### config.mk
export PLATFORM = sky130hd
export DESIGN_NAME = fmul_seq
export DESIGN_NICKNAME = d
export VERILOG_FILES = /design/src/rtl/fmul_seq.sv
export SDC_FILE = /design/constraint.sdc
export NUM_CORES = 1
export LEC_CHECK = 0
export CAP_MARGIN = 20
export CORE_AREA = 10 10 190 192
export CTS_CLUSTER_DIAMETER = 40
export DETAILED_ROUTE_END_ITERATION = 16
export DIE_AREA = 0 0 200 202
export HOLD_SLACK_MARGIN = 0.12
export SLEW_MARGIN = 20
export SYNTH_ARGS = -nofsm -noshare
export SYNTH_HDL_FRONTEND = slang
export SYNTH_SLANG_ARGS = --single-unit
### constraint.sdc
create_clock -name clk -period 5.4 [get_ports clk]
set_input_delay 0.81 -clock clk [delete_from_list [all_inputs] [get_ports clk]]
set_output_delay 0.81 -clock clk [all_outputs]
set_load 0.05 [all_outputs]
### src/rtl/fmul_seq.sv
// Sequential IEEE-754 single-precision multiplier: 24-cycle shift-add on the significands,
// then one normalise/round cycle. Denormals are flushed to zero.
module fmul_seq #(
   parameter int N = 32
) (
   input  logic         clk,
   input  logic         rst,
   input  logic         in_valid,
   output logic         in_ready,
   input  logic [N-1:0] a,
   input  logic [N-1:0] b,
   output logic         out_valid,
   input  logic         out_ready,
   output logic [N-1:0] out
);

   typedef enum logic [1:0] {IDLE, MUL, NORM, DONE} state_t;

   state_t             state_q;
   logic [47:0]        ma_q;
   logic [23:0]        mb_q;
   logic [47:0]        prod_q;
   logic [4:0]         cnt_q;
   logic signed [9:0]  exp_q;
   logic               sign_q;
   logic [N-1:0]       out_q;
   logic               out_valid_q;
   logic               in_ready_q;

   logic [7:0]         ea, eb;
   logic               a_zero, b_zero, a_inf, b_inf, a_nan, b_nan;
   logic               special_d;
   logic [N-1:0]       spec_d;
   logic signed [9:0]  exp_d;

   logic [23:0]        sig;
   logic               g, r, s, up;
   logic [24:0]        sig_rnd;
   logic [22:0]        frac;
   logic signed [9:0]  e1, e2;
   logic [N-1:0]       norm_d;

   assign ea = a[30:23];
   assign eb = b[30:23];

   always_comb begin
      a_zero    = (ea == 8'h00);
      b_zero    = (eb == 8'h00);
      a_inf     = (ea == 8'hFF) && (a[22:0] == '0);
      b_inf     = (eb == 8'hFF) && (b[22:0] == '0);
      a_nan     = (ea == 8'hFF) && (a[22:0] != '0);
      b_nan     = (eb == 8'hFF) && (b[22:0] != '0);
      special_d = a_zero || b_zero || (ea == 8'hFF) || (eb == 8'hFF);
      if (a_nan || b_nan || (a_zero && b_inf) || (a_inf && b_zero))
         spec_d = 32'h7FC0_0000;
      else if (a_inf || b_inf)
         spec_d = {a[31] ^ b[31], 8'hFF, 23'd0};
      else
         spec_d = {a[31] ^ b[31], 31'd0};
      exp_d = $signed({2'b00, ea}) + $signed({2'b00, eb}) - 10'sd127;
   end

   // Product lies in [1,4): pick the 24-bit window, then round-to-nearest-even on g/r/s.
   always_comb begin
      if (prod_q[47]) begin
         sig = prod_q[47:24];
         g   = prod_q[23];
         r   = prod_q[22];
         s   = |prod_q[21:0];
         e1  = exp_q + 10'sd1;
      end else begin
         sig = prod_q[46:23];
         g   = prod_q[22];
         r   = prod_q[21];
         s   = |prod_q[20:0];
         e1  = exp_q;
      end
      up      = g & (r | s | sig[0]);
      sig_rnd = {1'b0, sig} + {24'd0, up};
      if (sig_rnd[24]) begin
         frac = sig_rnd[23:1];
         e2   = e1 + 10'sd1;
      end else begin
         frac = sig_rnd[22:0];
         e2   = e1;
      end
      if (e2 >= 10'sd255)
         norm_d = {sign_q, 8'hFF, 23'd0};
      else if (e2 <= 10'sd0)
         norm_d = {sign_q, 31'd0};
      else
         norm_d = {sign_q, e2[7:0], frac};
   end

   always_ff @(posedge clk) begin
      if (rst) begin
         state_q     <= IDLE;
         ma_q        <= '0;
         mb_q        <= '0;
         prod_q      <= '0;
         cnt_q       <= '0;
         exp_q       <= '0;
         sign_q      <= 1'b0;
         out_q       <= '0;
         out_valid_q <= 1'b0;
         in_ready_q  <= 1'b1;
      end else begin
         unique case (state_q)
            IDLE: if (in_valid && in_ready_q) begin
               in_ready_q <= 1'b0;
               sign_q     <= a[31] ^ b[31];
               exp_q      <= exp_d;
               ma_q       <= {24'd0, 1'b1, a[22:0]};
               mb_q       <= {1'b1, b[22:0]};
               prod_q     <= '0;
               cnt_q      <= '0;
               if (special_d) begin
                  out_q       <= spec_d;
                  out_valid_q <= 1'b1;
                  state_q     <= DONE;
               end else begin
                  state_q <= MUL;
               end
            end
            MUL: begin
               if (mb_q[0])
                  prod_q <= prod_q + ma_q;
               ma_q  <= ma_q << 1;
               mb_q  <= mb_q >> 1;
               cnt_q <= cnt_q + 5'd1;
               if (cnt_q == 5'd23)
                  state_q <= NORM;
            end
            NORM: begin
               out_q       <= norm_d;
               out_valid_q <= 1'b1;
               state_q     <= DONE;
            end
            DONE: if (out_ready) begin
               out_valid_q <= 1'b0;
               in_ready_q  <= 1'b1;
               state_q     <= IDLE;
            end
            default: state_q <= IDLE;
         endcase
      end
   end

   assign in_ready  = in_ready_q;
   assign out_valid = out_valid_q;
   assign out       = out_q;

endmodule

==> impl_results.md, run 1 <==
- Vias in the first global route: slightly below 10000
- Core Area: between 30000 and 40000 um^2
- WHS Endpoint: out[10]$_SDFFE_PP0P_
- Vias: slightly above 10000
- Seq cells post-synth: 172
- Post-route minimum period: 4139 ps
- Routed WL: ~31 mm
- Die width: 200 um
- Slowest-stage cell, CP: nor4_2
- Slowest cell delay on critical path: 780 ps
- Routed len/inst: 16.32 um
- Synth unique cells: 72
- Die area: a little over 40000 um^2
- Hold path cells: 1
- Initial antenna violation count: 1
- Post-synthesis sequential area ratio: 0.3092
- Fmax: 0.2416 GHz
- Fin Clk Skew: approximately 15 ps
- Critical path type: reg -> reg
- Commonest non-fill, non-tap cell in the layout: dfxtp_1
- Worst path required time: about 5800 ps
- Crit path launch type: flip-flop
- Worst Hold Class: reg -> reg
- Reg2Reg Depth: 11
- Placed cell count: 1853
- Compound-cell area share of the yosys netlist: 0.2543
- Ys async rst share: 0
- Least-Margin Pin Slew: 1013 ps
- Top FF cell, synth: dfxtp_1
- Placed wire-length estimate: approximately 23 mm
- Pwr dens: between 300 and 400 nW/um^2
- Final Hold Vio Count: 0
- Post-layout worst setup margin: 1261 ps
- Post-route ant nets: 0
- Largest net degree at the start of global routing: 75
- First-pass GRT wire length: 50.44 mm
- GRT overflow: 0
- Syn Area/Cell: 8.028 um^2
- FP Rows: 66
- Sum of buffers and inverters on the critical path: 1
- Mapped Nets: between 1500 and 2000
- RD Place Congestion: 0.8995
- CTS Buf Count: 17
- Post-cts sizing count: 0
- DR top layer: met4
- Sink Count: between 150 and 200
- Initial core utilization: 0.3448
- Crit-path cells: buf_4 -> mux2i_1 -> a2111oi_4 -> and4_1 -> a31oi_1 -> nand2_1 -> o21ai_0 -> nor3b_1 -> nand2b_1 -> nor4_2 -> a22o_1
- Via density per instance: between 5 and 6
- Routed wl met3: 1.177 mm
- Longest Clk Path Bufs: 2
- Crit path max fanout: 60
- Top delay family on crit path: simple AND/OR/NAND/NOR gates
- Pins over their slew limit: 0
- Xor/xnor cell area share of the yosys netlist: 0.06293
- Area Overhead vs Synth: 17.01%
- Final Total Pwr: 4.364 mW
- Synth Cell Area: 11130 um^2
- Multiplexer area fraction after synthesis: 0.05270
- Final-report setup violation count: 0
- Most frequent cells in the layout: dfxtp_1 (171), nor2_1 (169), nand2_1 (131), clkdlybuf4s50_1 (100), a21oi_1 (91)
- RSZ-0062 raised after global routing: false
- Reg clk slew, reported paths: 70 ps
- Static leakage: slightly below 5 nW
- Worst Hold Launch: out[10]$_SDFFE_PP0P_
- Worst Setup End Kind: flip-flop
- Adder-Cell Fraction of Synth Area: 0.08338
- Simple logic cell fraction of the synthesized area: 0.1932
- Input/output buffers: 101
- GRT Total Usage: 0.1507
- Setup TNS: 0 ps
- Die height: 202 um
- DRC violations left: 0
- Peak VDD IR: between 0.0002 and 0.00025 V
- Slew HR: 0.3191
- Post-layout util: 0.4035
- Reg2reg start: prod_q[47]$_SDFFE_PP0P_
- TritonRoute pass-1 iters: 5
- Hold_ws: 482.2 ps
- DRT iter0 DRCs: 618
- Setup Buffers After CTS: 0
- Total I/O pin count: between 100 and 150
- Clk_lat worst skew: 430 ps
- Post-synth EDFFs: 0
- Area after DPL: 12460 um^2
- Max-Cap Viols: 0
- RR Endpoint: out[17]$_SDFFE_PP0P_
- Yosys Warn Count: 0
- Arr. time, crit path: 4510 ps
- CTS root buf: clkbuf_16
- Non-Filler Instances: 1886
- Hold_buf cts: 0
- Status: completed
- Reg2reg setup slack: 1260 ps
- Main combinational cell family by area after synthesis: compound AO/OA/AOI/OAI gates
- Met2 wire length: 14.11 mm
- Layout Nets: 1571
- CTS tree: done
- CTS H-tree lvls: 4
- Met1 Wirelength: 15.10 mm
- Syn Inst Count: 1387
- Layout cells sized above 1: 0.05128
- Part of the cycle the worst path needs: 0.7665
- Fin area: 13030 um^2
- Place WS: around 1200 ps
[sequential cells by signal (all words and copies together) (netlist names)]
register,flops
out_valid,1
ma_q,48
cnt_q,5
in_ready,1
state_q,2
prod_q,48
sign_q,1
out,32
exp_q,10
mb_q,24
[synthesized netlist by cell type (4+ instances only)]
cell	count	area share
and4_1	4	0.0031
o21ai_0	55	0.025
o22ai_1	6	0.0034
nand2_1	131	0.044
dfxtp_1	172	0.31
a21boi_0	7	0.0047
a211oi_1	69	0.047
mux2i_1	53	0.048
a311oi_1	15	0.012
nor2_1	169	0.057
inv_1	36	0.012
nor4_1	19	0.011
or2_2	5	0.0028
and3_1	15	0.0084
a31oi_1	7	0.0039
a22oi_1	50	0.034
nor3_1	21	0.0094
a21o_1	19	0.013
xor2_1	37	0.029
a22o_1	23	0.018
or4_1	7	0.0047
nand2b_1	10	0.0056
o31ai_1	8	0.0054
a21oi_1	92	0.041
nor2b_1	9	0.0051
o21a_1	9	0.0061
o211ai_1	6	0.0040
ha_1	71	0.080
nand3_1	30	0.013
xnor2_1	43	0.034
clkbuf_1	71	0.024
and2_1	7	0.0039
mux2_2	4	0.0040
nor3b_1	4	0.0027
buf_1	11	0.0037
nand4_1	22	0.012
o21bai_1	14	0.0094
[final cells by class]
| class | count | area (um^2) |
|---|---|---|
| Antenna cell | 1 | 2.502 |
| Clock buffer | 18 | 429.2 |
| Clock inverter | 14 | 135.1 |
| Fill cell | 3269 | 19260 |
| Inverter | 36 | 135.1 |
| Multi-Input combinational cell | 1090 | 7231 |
| Sequential cell | 172 | 3445 |
| Tap cell | 442 | 553.0 |
| Timing Repair Buffer | 113 | 1099 |
[how the worst max path moves through the flow]
stage / end / startpoint / slack [ps] / cells past startpoint
after floorplan: out[9]$_SDFFE_PP0P_ / prod_q[47]$_SDFFE_PP0P_ / 1080 / 19
after global placement: out[10]$_SDFFE_PP0P_ / a[23] / 1320 / 10
after detailed placement: out[14]$_SDFFE_PP0P_ / prod_q[47]$_SDFFE_PP0P_ / 1220 / 11
after CTS: out[18]$_SDFFE_PP0P_ / prod_q[47]$_SDFFE_PP0P_ / 1200 / 11
after global routing: out[17]$_SDFFE_PP0P_ / prod_q[47]$_SDFFE_PP0P_ / 780 / 11
final: out[17]$_SDFFE_PP0P_ / prod_q[47]$_SDFFE_PP0P_ / 1260 / 11
[cell families (layout without fill, tap and decap cells)]
kind of cell	after synthesis	in the layout
buffers and inverters	125	181
xor gates and xnor gates	80	80
and+or+nand+nor	466	466
other	0	1
DFF	172	172
AOI/OAI and AO/OA	413	413
muxes	58	58
adders and majority gates	73	73
[metal layers]
metal	GRT usage	up-vias
met5	0	-
met4	0.03895	0
met3	0.02193	24
met2	0.2463	196
met1	0.2019	4757
li1	-	5195
[where the power goes]
part	switching, mW	internal [mW]	total, mW
sequential	0.176	1.47	1.65
clock	0.564	0.646	1.21
combinational	0.921	0.586	1.51
total	1.66	2.70	4.36
Note: power is estimated with default switching activity, not from simulation.
==> run 2: changes to the inputs <==
- clock period: 5.4 -> 4 ns (I/O delays scaled with it)
==> impl_results.md, run 2 (same netlist as run 1, synthesis figures left out) <==
- DRC violations left: 0
- Largest net degree at the start of global routing: 77
- Longest Clk Path Bufs: 2
- Area of the multi-input gates: 7242 um^2
- Die height: 202 um
- Reg clk slew, reported paths: 70 ps
- Total I/O pin count: about 100
- Peak VDD IR: 0.0003042 V
- DR top layer: met4
- Vias in the first global route: just under 10000
- Met2 wire length: between 10 and 15 mm
- TritonRoute pass-1 iters: 5
- CTS Buf Count: 17
- Die area: 40400 um^2
- Fmax: ~0.28 GHz
- Worst Hold Class: reg -> reg
- Fill cell count: between 3000 and 4000
- Arr. time, crit path: 4000 ps
- GRT Total Usage: 0.1534
- Clk_lat worst skew: 440 ps
- Least-Margin Pin Slew: 911.2 ps
- Via density per instance: between 5 and 6
- Met1 Wirelength: 14.98 mm
- Layout cells sized above 1: 0.06562
- Routed len/inst: about 16 um
- Area after DPL: 12620 um^2
- Critical path type: reg -> reg
- Final Hold Vio Count: 0
- Status: completed
- Sink Count: 172
- Die width: 200 um
- Worst Setup End Kind: flip-flop
- CTS H-tree lvls: 4
- Placed wire-length estimate: 23.63 mm
- Input/output buffers: 101
- Static leakage: about 5.0 nW
- Post-cts sizing count: 0
- Routed wl met3: between 1 and 1.5 mm
- Crit path launch type: flip-flop
- Initial core utilization: 0.3448
- Layout Nets: roughly 1600
- Max-Cap Viols: 0
- CTS tree: done
- Area Overhead vs Synth: 18.78%
- First-pass GRT wire length: 51.53 mm
- Final-report setup violation count: 0
- Part of the cycle the worst path needs: 0.9078
- Pins over their slew limit: 0
- Seq. cell area: around 3400 um^2
- Core Area: 32290 um^2
- Pwr dens: ~450 nW/um^2
- Post-layout util: 0.4096
- Hold_buf cts: 0
- GRT overflow: 0
- Most frequent cells in the layout: dfxtp_1 (171), nor2_1 (168), nand2_1 (131), clkdlybuf4s50_1 (100), a21oi_1 (91)
- Post-route ant nets: 0
- Post-route minimum period: around 3600 ps
- Routed WL: 31.04 mm
- Commonest non-fill, non-tap cell in the layout: dfxtp_1
- Setup Buffers After CTS: 0
- Fin Clk Skew: 16.96 ps
- Vias: between 10000 and 15000
- Antenna cells: 0
- Fin area: 13230 um^2
- Worst path required time: 4370 ps
- Setup TNS: 0 ps
- RSZ-0062 raised after global routing: false
- Crit path max fanout: 33
- DRT iter0 DRCs: 775
- Initial antenna violation count: 1
- FP Rows: 66
- RD Place Congestion: around 0.9
- Slew HR: 0.3925
- CTS root buf: clkbuf_16
-- run 2: worst max-delay path: stages, from the launching register on --
cell and delay (ps):
dfxtp_2 420, buf_4 360, mux2_2 410, ha_1 220, xor2_1 260, xnor2_1 130, o22ai_1 120, nand4_1 100
or4_1 430, a2111oi_2 370, o22a_2 280, a21oi_2 130, a21o_1 210, a21oi_2 120
-- run 2: stage by stage --
| stage | instances | setup slack (ps) | total power [mW] | hold WS, ps |
|---|---|---|---|---|
| detailed placement | 1874 | 134.4 | 4.318 | 466.2 |
| finish | 1905 | 369.0 | 5.986 | 476.9 |
| global route | 1905 | 98.06 | 6.389 | 511.8 |
| CTS | 1905 | 113.4 | 6.047 | 480.0 |
| global placement | 1874 | 253.5 | 4.266 | 467.6 |
| floorplan | 1387 | 4.860 | 3.741 | 443.6 |
-- run 2: power by group --
group          leakage [nW]  switching (mW)  internal [mW]
clock network         0.288           0.757          0.952
registers              1.40           0.233           1.99
logic                  3.31            1.25          0.807
-- run 2: path summary, 6_finish.rpt --
kind                                start                      to  slack [ps]  cells past startpoint
hold / removal     prod_q[2]$_SDFFE_PP0P_  prod_q[2]$_SDFFE_PP0P_         480                      2
setup reg to reg  prod_q[47]$_SDFFE_PP0P_    out[30]$_SDFFE_PP0P_         370                     13
hold reg to reg    prod_q[2]$_SDFFE_PP0P_  prod_q[2]$_SDFFE_PP0P_         480                      2
setup / recovery  prod_q[47]$_SDFFE_PP0P_    out[30]$_SDFFE_PP0P_         370                     13
-- run 2: cell type report --
type / instances / area share
multi-input cells: 1090 / 0.5476
flip-flops and latches: 172 / 0.2605
inverters: 36 / 0.01022
clock inverters: 13 / 0.01173
repair buffers: 134 / 0.09499
well taps: 442 / 0.04182
clock buffers: 18 / 0.03321
-- run 2: metal layers --
metal | vias up | global-route usage
li1 | 5225 | -
met1 | 4796 | 0.2109
met2 | 224 | 0.2443
met3 | 35 | 0.02260
met4 | 0 | 0.03895
met5 | - | 0
==> run 3: changes to the inputs <==
- SETUP_SLACK_MARGIN: default -> 0.1
- SKIP_LAST_GASP: default -> 1
==> impl_results.md, run 3 (same netlist as run 1, synthesis figures left out) <==
- CTS H-tree lvls: 4
- M3 GR Usage: 0.02359
- Die area: 40400 um^2
- Pins over their slew limit: 0
- GRT busiest layer: met2
- CTS tree: done
- GRT overflow: 0
- Critical path type: reg -> reg
- Fin Clk Skew: between 10 and 15 ps
- Worst Hold Launch: out[20]$_SDFFE_PP0P_
- Placed cell count: 1872
- Non-Filler Instances: ~1900
- Setup Buffers After CTS: 0
- Die height: 202 um
- Via density per instance: 5.430
- CTS Buf Count: 17
- Crit path launch type: flip-flop
- Reg2reg start: prod_q[47]$_SDFFE_PP0P_
- Sink Count: 172
- Vias in the first global route: around 10000
- Die width: 200 um
- Static leakage: 4.988 nW
- Peak VDD IR: 0.0003400 V
- Post-cts sizing count: 0
- Layout Nets: roughly 1600
- Placed wire-length estimate: roughly 24 mm
- DRC violations left: 0
- First-pass GRT wire length: just over 50 mm
- Antenna cells: 0
- Met2 usage: 0.2433
- WHS Endpoint: out[20]$_SDFFE_PP0P_
- Layout cells sized above 1: 0.06566
- Hold_buf cts: 0
- Slew HR: 0.4342
- Max-Cap Viols: 0
- Initial antenna violation count: 1
- Status: completed
- Routed len/inst: 16.55 um
- TritonRoute pass-1 iters: 5
- RR Endpoint: out[30]$_SDFFE_PP0P_
- Initial core utilization: 0.3448
- Commonest non-fill, non-tap cell in the layout: dfxtp_1
- Most frequent cells in the layout: dfxtp_1 (171), nor2_1 (169), nand2_1 (131), clkdlybuf4s50_1 (100), a21oi_1 (91)
- Post-route minimum period: approximately 3600 ps
- Hold path cells: 1
- Worst path required time: 4370 ps
- Setup TNS: 0 ps
- Fmax: around 0.28 GHz
- Clk_lat worst skew: 440 ps
- GR Layer Usage met1: 0.2066
- RSZ-0062 raised after global routing: false
- Reg2Reg Depth: 13
- Largest net degree at the start of global routing: 68
- Least-Margin Pin Slew: around 850 ps
- Post-route ant nets: 0
- CTS root buf: clkbuf_16
- Reg clk slew, reported paths: 70 ps
- Pwr dens: roughly 450 nW/um^2
- Vias: slightly above 10000
- Final Hold Vio Count: 0
- Routed WL: 31.52 mm
- Fill cell count: 3255
- Arr. time, crit path: 3940 ps
- RD Place Congestion: 0.8960
- Core Area: 32290 um^2
- Final-report setup violation count: 0
- GRT Total Usage: 0.1532
- Reg2reg setup slack: 430 ps
- DRT iter0 DRCs: 646
- Worst Hold Class: reg -> reg
- Crit path max fanout: 8
- Longest Clk Path Bufs: 2
- Part of the cycle the worst path needs: 0.8936
- FP Rows: 66
- Area Overhead vs Synth: 18.76%
- Total I/O pin count: 102
- Input/output buffers: 101
- Worst Setup End Kind: flip-flop
-- run 3: final cells by class --
type,instances,area (um^2),area share
clock inverter,12,126.4,0.009557
multi-input combinational,1090,7243,0.5478
timing repair buffer,132,1254,0.09481
tap,442,553.0,0.04182
clock buffer,20,466.7,0.03530
inverter,36,135.1,0.01022
sequential,172,3445,0.2605
-- run 3: critical path, cell delays in order, from the launching register on --
cell       delay, ps
dfxtp_2          360
nand2b_1         160
a21boi_0         210
ha_2             220
nand2_1          110
a2111oi_4        410
and4_2           400
nand4_1          110
or4_1            430
a2111oi_2        380
o22a_2           260
a21oi_2          130
a21o_1           200
a21oi_2          120
-- run 3: how the worst max path moves through the flow --
stage / depth (start not counted) / end / slack, ps / from
2_1_floorplan: 19 / out[9]$_SDFFE_PP0P_ / 120 / prod_q[47]$_SDFFE_PP0P_
3_3_place_gp: 13 / out[14]$_SDFFE_PP0P_ / 290 / prod_q[47]$_SDFFE_PP0P_
3_5_place_dp: 13 / out[12]$_SDFFE_PP0P_ / 170 / prod_q[47]$_SDFFE_PP0P_
4_1_cts: 13 / out[16]$_SDFFE_PP0P_ / 150 / prod_q[47]$_SDFFE_PP0P_
5_1_grt: 13 / out[30]$_SDFFE_PP0P_ / 150 / prod_q[24]$_SDFFE_PP0P_
6_report: 13 / out[30]$_SDFFE_PP0P_ / 430 / prod_q[47]$_SDFFE_PP0P_
-- run 3: power by group --
part	leakage (nW)	total (mW)	switching, mW	internal, mW
combinational	3.30	2.08	1.27	0.814
clock	0.287	1.68	0.752	0.926
sequential	1.40	2.22	0.231	1.99
-- run 3: routing by layer --
metal | share of wire | up-vias | wire, um
li1 | - | 5233 | -
met1 | 0.49 | 4867 | 15480
met2 | 0.45 | 202 | 14240
met3 | 0.037 | 36 | 1158
met4 | 0.020 | 0 | 636
met5 | 0 | - | 0
-- run 3: through the flow --
step	instance area (um^2)	hold slack [ps]	utilization	power (mW)	setup slack, ps
detailed placement	12610	467.0	0.3907	4.330	167.1
CTS	13210	484.6	0.4091	6.026	153.3
floorplan	11160	443.6	-	3.741	117.8
global route	13220	493.0	0.4095	6.374	150.4
global placement	12610	459.4	0.3907	4.297	293.3
finish	13220	481.1	0.4095	5.979	425.7
